`config.mk`:
```
export PLATFORM = sky130hd
export DESIGN_NAME = my_sum
export DESIGN_NICKNAME = d
export VERILOG_FILES = /design/src/rtl/my_sum.sv
export SDC_FILE = /design/constraint.sdc
export NUM_CORES = 1
export LEC_CHECK = 0
export BUFFER_PORTS_ARGS = -buffer_cell sky130_fd_sc_hd__buf_2
export CAP_MARGIN = 15
export CORE_MARGIN = 3
export CORE_UTILIZATION = 30
export DETAILED_ROUTE_END_ITERATION = 12
export GPL_TIMING_DRIVEN = 1
export PLACE_DENSITY_LB_ADDON = 0.12
export SETUP_SLACK_MARGIN = 0.1
export SKIP_LAST_GASP = 1
export SYNTH_ARGS = -nofsm -noshare
export SYNTH_HDL_FRONTEND = slang
export SYNTH_SLANG_ARGS = --single-unit
```
`constraint.sdc`:
```
create_clock -name clk -period 0.8 [get_ports clk]
set_input_delay 0.08 -clock clk [delete_from_list [all_inputs] [get_ports clk]]
set_output_delay 0.08 -clock clk [all_outputs]
set_load 0.02 [all_outputs]
```
`src/rtl/my_sum.sv`:
```
// Registered WIDTH-bit carry-lookahead adder: 3-bit lookahead groups, group-level carry between them.
// Optional signed-overflow output enabled by defining MY_SUM_OVF_EN.
module my_sum #(
  parameter int unsigned WIDTH = 6
) (
  input  logic             clk,
  input  logic             rst_n,
  input  logic [WIDTH-1:0] Ain,
  input  logic [WIDTH-1:0] Bin,
  input  logic             Ci,
  output logic [WIDTH-1:0] Sum,
  output logic             Co
`ifdef MY_SUM_OVF_EN
  ,
  output logic             ovf
`endif
);

  localparam int unsigned GRP  = 3;
  localparam int unsigned NGRP = (WIDTH + GRP - 1) / GRP;

  logic [WIDTH-1:0] gen;
  logic [WIDTH-1:0] prop;
  logic [WIDTH-1:0] carry;
  logic [NGRP-1:0]  grp_g;
  logic [NGRP-1:0]  grp_p;
  logic [NGRP:0]    grp_c;
  logic             pre_g;
  logic             pre_p;

  logic [WIDTH-1:0] sum_d, sum_q;
  logic             co_d, co_q;

  assign gen  = Ain & Bin;
  assign prop = Ain ^ Bin;

  // Per group: carry into each bit from the group's prefix g/p and its carry-in,
  // then group g/p feed the second-level carry into the next group.
  always_comb begin
    carry    = '0;
    grp_g    = '0;
    grp_p    = '0;
    grp_c    = '0;
    pre_g    = 1'b0;
    pre_p    = 1'b1;
    grp_c[0] = Ci;
    for (int unsigned k = 0; k < NGRP; k++) begin
      pre_g = 1'b0;
      pre_p = 1'b1;
      for (int unsigned j = 0; j < GRP; j++) begin
        if (k * GRP + j < WIDTH) begin
          carry[k*GRP+j] = pre_g | (pre_p & grp_c[k]);
          pre_g          = gen[k*GRP+j] | (prop[k*GRP+j] & pre_g);
          pre_p          = pre_p & prop[k*GRP+j];
        end
      end
      grp_g[k]   = pre_g;
      grp_p[k]   = pre_p;
      grp_c[k+1] = grp_g[k] | (grp_p[k] & grp_c[k]);
    end
  end

  always_comb begin
    sum_d = prop ^ carry;
    co_d  = grp_c[NGRP];
  end

  always_ff @(posedge clk or negedge rst_n) begin
    if (!rst_n) begin
      sum_q <= '0;
      co_q  <= 1'b0;
    end else begin
      sum_q <= sum_d;
      co_q  <= co_d;
    end
  end

  assign Sum = sum_q;
  assign Co  = co_q;

`ifdef MY_SUM_OVF_EN
  logic ovf_d, ovf_q;

  // Signed overflow: carry into the MSB disagrees with carry out of it.
  always_comb begin
    ovf_d = carry[WIDTH-1] ^ grp_c[NGRP];
  end

  always_ff @(posedge clk or negedge rst_n) begin
    if (!rst_n) begin
      ovf_q <= 1'b0;
    end else begin
      ovf_q <= ovf_d;
    end
  end

  assign ovf = ovf_q;
`endif

endmodule

```
== Word-level counts from Yosys, hierarchy flattened ==
Index checks and enable logic that the tools add are counted.
Storage, ports and cells
  RAM bits: 0
  bits of input ports: 15
  word-level logic and storage cells: 29
  memories kept: 0
  bits in read-only memories: 0
  register bits after elaboration: 7
  bits in latches: 0
Cells by class
  shift-type cells: 0
  multipliers: 0
  $add $sub $neg: 0
  reductions and logical operators: 0
  $lt $le $gt $ge: 0
  div/mod/pow operators: 0
  mux-type cells: 0
  bitwise gates (word level): 27
  equal/unequal tests: 0
Operator list (count)
  $and A1 B1 Y1: 14
  $xor A6 B6 Y6: 2
  $or A1 B1 Y1: 10
  $and A6 B6 Y6: 1

== Depth between registers and ports, before layout ==
  depth in word-level cells: 9
  depth in mapped cells: 5

== Least setup slack after synthesis ==
OpenSTA, ideal clock, no wires.
  path kind: input -> register
  start: input port Ain[0]
  end: register sum_q[3] (netlist: Sum[3])
  stages on the path: 5
  data arrival time: 1.280 ns
  library setup time: 0.064 ns
  buffers on the path: 0
  path slack: -0.544 ns
  required time: 0.736 ns
  path through: ha_1 > a211o_1 > a21oi_1 > fa_1 > inv_1
On the way
  longest elaborated chain between the ends: 7
Ends and longest elaborated chain
  start: declaration: RTL line 8  | input logic [WIDTH-1:0] Ain,
  $and A6 B6 Y6: RTL line 34  | assign gen = Ain & Bin;
  $and A1 B1 Y1: RTL line 53  | pre_g = gen[k*GRP+j] | (prop[k*GRP+j] & pre_g);
  $or A1 B1 Y1: RTL line 53
  $and A1 B1 Y1: RTL line 53
  $or A1 B1 Y1: RTL line 53
  $or A1 B1 Y1 *: RTL line 59  | grp_c[k+1] = grp_g[k] | (grp_p[k] & grp_c[k]);
  $xor A6 B6 Y6 *: RTL line 64  | sum_d = prop ^ carry;
  net sum_d[3]: RTL line 31  | logic [WIDTH-1:0] sum_d, sum_q;
  end signal: assignment: RTL line 73  | sum_q <= sum_d;
  end: declaration: RTL line 31
Mark *: on every way through the listed nets, which the timed path passes. The rest lies on a longest branch.

== Final worst setup path ==
  start: input port Bin[0]
  end: register sum_q[3] (netlist: Sum[3])
On the way
  longest elaborated chain between the ends: 7
Ends and longest elaborated chain
  start: declaration: RTL line 9  | input logic [WIDTH-1:0] Bin,
  $and A6 B6 Y6: RTL line 34
  $and A1 B1 Y1: RTL line 53
  $or A1 B1 Y1: RTL line 53
  $and A1 B1 Y1: RTL line 53
  $or A1 B1 Y1: RTL line 53
  $or A1 B1 Y1 *: RTL line 59
  $xor A6 B6 Y6 *: RTL line 64
  net sum_d[3]: RTL line 31
Marked as above.

==> flow_summary.yaml <==
outcome:
  status: "finished with violations"
  violations: "negative setup slack"
cts:
  h-tree-depth: 1
  tritoncts: "yes"
  clk_pin_slew_ns: 0.05
  root_buffer: "clkbuf_4"
  numCtsBuffers: 3
  clock_sinks: 7
  cts_buffer_depth: 2
logic_synthesis:
  yosysTopAreaCell: "dfrtp_1"
  yosys-top-cells-area: "dfrtp_1, ha_1, fa_1"
  yosys.area_share.simple_pct: 2.58
  synth_fa_ha_area_share_pct: 26.4
  syn_area_per_cell_um2: 11.5
  synthMuxAreaShare_pct: 0
  syn_area_um2: 437
  syn_inst: 38
  synth_warnings: 0
  synth_top_area_share_pct: 40.1
  synth_ff_type: "dfrtp_1"
  yosysUniqueCellTypes: 14
  synth_common_cells: "dfrtp_1, inv_1, ha_1"
  synth-xor-area-share_pct: 4.01
  synth_edf_count: 0
  synth-compound-area-share_pct: 20.9
  ys_ff_latch: 7
  async_flop_share_pct: 100
  syn-num-nets: 61
  yosysSeqAreaShare_pct: 40.1
  synth_top_family_by_area: "adder cells"
route:
  via_per_inst: 4.48
  drt_iter0_drc: 2
  wirelength_um: 922
  vias: 390
  first_pass_iters: 2
  wl_per_cell_um: 10.6
  final_antenna_net_count: 0
  drc: 0
timing:
  setup_ws_ns: -0.347
  post-route-period-util_pct: 143
  max_clock_freq_mhz: 872
  max_slew.worst_pin.slew_ns: 0.411
  setup_viol: 11
  relSlewSlack_pct: 72.6
  rsz0062_at_grt: "yes"
  finalCriticalPeriod_ns: 1.15
  hold_viol: 0
  drv_slew: 0
global_route:
  grt_first_pass_wirelength_um: 1410
  busiest_layer: "met2"
  grt_max_degree: 8
  grt-ovfl-total: 0
  use_met3_pct: 2.44
  grt_antenna_before_repair: 0
  grt.total_usage_pct: 10.3
  use_met2_pct: 14.5
  grt_pass1_vias: 357
  met1_usage_pct: 12.1
placement:
  portBuffers: 21
  routabilityCongestion: 0.682
  dpl.cell_count: 81
  dp_slack_ns: -0.690
  placed_cell_area_um2: 657
power:
  p_leak_nw: 0.399
  power.total_w: 0.00133
  vdd_drop_max_mv: 0.552
  powerDensity_mw_per_mm2: 1630
worst_setup_path:
  startpoint: "Bin[0]"
  crit_chain: "buf_8, ha_4, a211o_1, a21oi_2, fa_1, inv_1"
  cp_max_fo: 4
  crit_path_end_kind: "flip-flop"
  cp-start-kind: "input port"
  cp.required_ns: 0.99
  cp.arrival_ns: 1.33
  path_class: "input port to flip-flop"
  cpMaxStageDelayCell: "fa_1"
  slowest_delay_ns: 0.41
job:
  maxCapViolations: 0
floorplanning:
  start_util_pct: 32.7
  fp-row-count: 13
  core-area_mm2: 0.00133
  die_area_mm2: 0.00195
  die_w_um: 44.2
  io_pins: 22
  die_h_um: 44.2
worst_hold_path:
  hold_path_class: "input port to flip-flop"
  min_from: "Bin[5]"
cells_and_area:
  nets: 96
  syn2layout_area_growth_pct: 86.2
  n_fill_cell: 113
  n_antenna_cell: 0
  drive_gt1_share_pct: 62.5
  layout.cells.non_filler: 87
  final_cell_area_um2: 813
repair_timing:
action                                  4_1_cts  5_1_grt
hold buffers                                  1        0
hold endpoints to repair                      7        0
endpoints found under the setup margin       13       12
gates resized for setup                      23        4
pin swaps                                     5        4
setup buffers                                 0        1
layout by cell type, fill, tap and decap left out, drive strengths merged:
master / instances
buf: 29
dfrtp: 7
inv: 7
ha: 6
clkbuf: 4
a21o: 3
a211o: 2
xnor2: 2
a211oi: 2
o21a: 2
a21oi: 2
fa: 2
and2: 1
nor3: 1
a2111oi: 1
dlygate4sd3: 1
worst max-delay path: cells and delay by family:
kind	cells	cell delay [ns]
adder cells (fa/ha/maj)	2	0.64
buffers and inverters	2	0.16
AO/OA/AOI/OAI	2	0.46
flip-flops by register name (all words and copies together) (netlist names):
name  flops
Sum       6
Co        1
layout make-up:
type | instances | area, um^2 | share of cell area, %
Multi-Input combinational cell | 24 | 310 | 38.2
Sequential cell | 7 | 175 | 21.5
Tap cell | 15 | 18.8 | 2.31
Inverter | 7 | 33.8 | 4.15
Timing Repair Buffer | 30 | 249 | 30.6
Clock buffer | 4 | 26.3 | 3.23
layer usage:
metal | routed length [um] | up-vias
met5 | 0 | -
met4 | 0 | 0
met3 | 57 | 0
met2 | 486 | 14
met1 | 378 | 176
li1 | - | 200
path summary, 6_finish.rpt:
check | endpoint | slack [ns] | cells after the start
setup / recovery | Sum[3] | -0.35 | 6
hold / removal | Co | 0.16 | 3
max in group asynchronous | Sum[4] | 0.47 | 2
min in group asynchronous | Sum[2] | 0.18 | 2
where the power goes:
part	total (W)	internal, W	switching (W)
Sequential	0.000445	0.000418	0.0000267
Clock	0.000310	0.000190	0.000120
Combinational	0.000575	0.000320	0.000255
Total	0.00133	0.000927	0.000402
metrics by stage:
step	hold WS, ns	setup TNS (ns)	util [%]
floorplan	-0.216	-1.85	-
global placement	-0.0876	-3.21	49.2
detailed placement	-0.0824	-3.22	49.2
CTS	0.151	-1.53	58.3
global route	0.141	-1.72	61.0
finish	0.163	-1.38	61.0
cells by family (layout without fill, tap and decap cells):
group,count (synthesis),count (layout)
AOI/OAI and AO/OA,12,12
DFF,7,7
and+or+nand+nor,2,2
adders and majority gates,8,8
buffers and inverters,7,41
xor gates and xnor gates,2,2
Power figures use the tool's default switching activity.
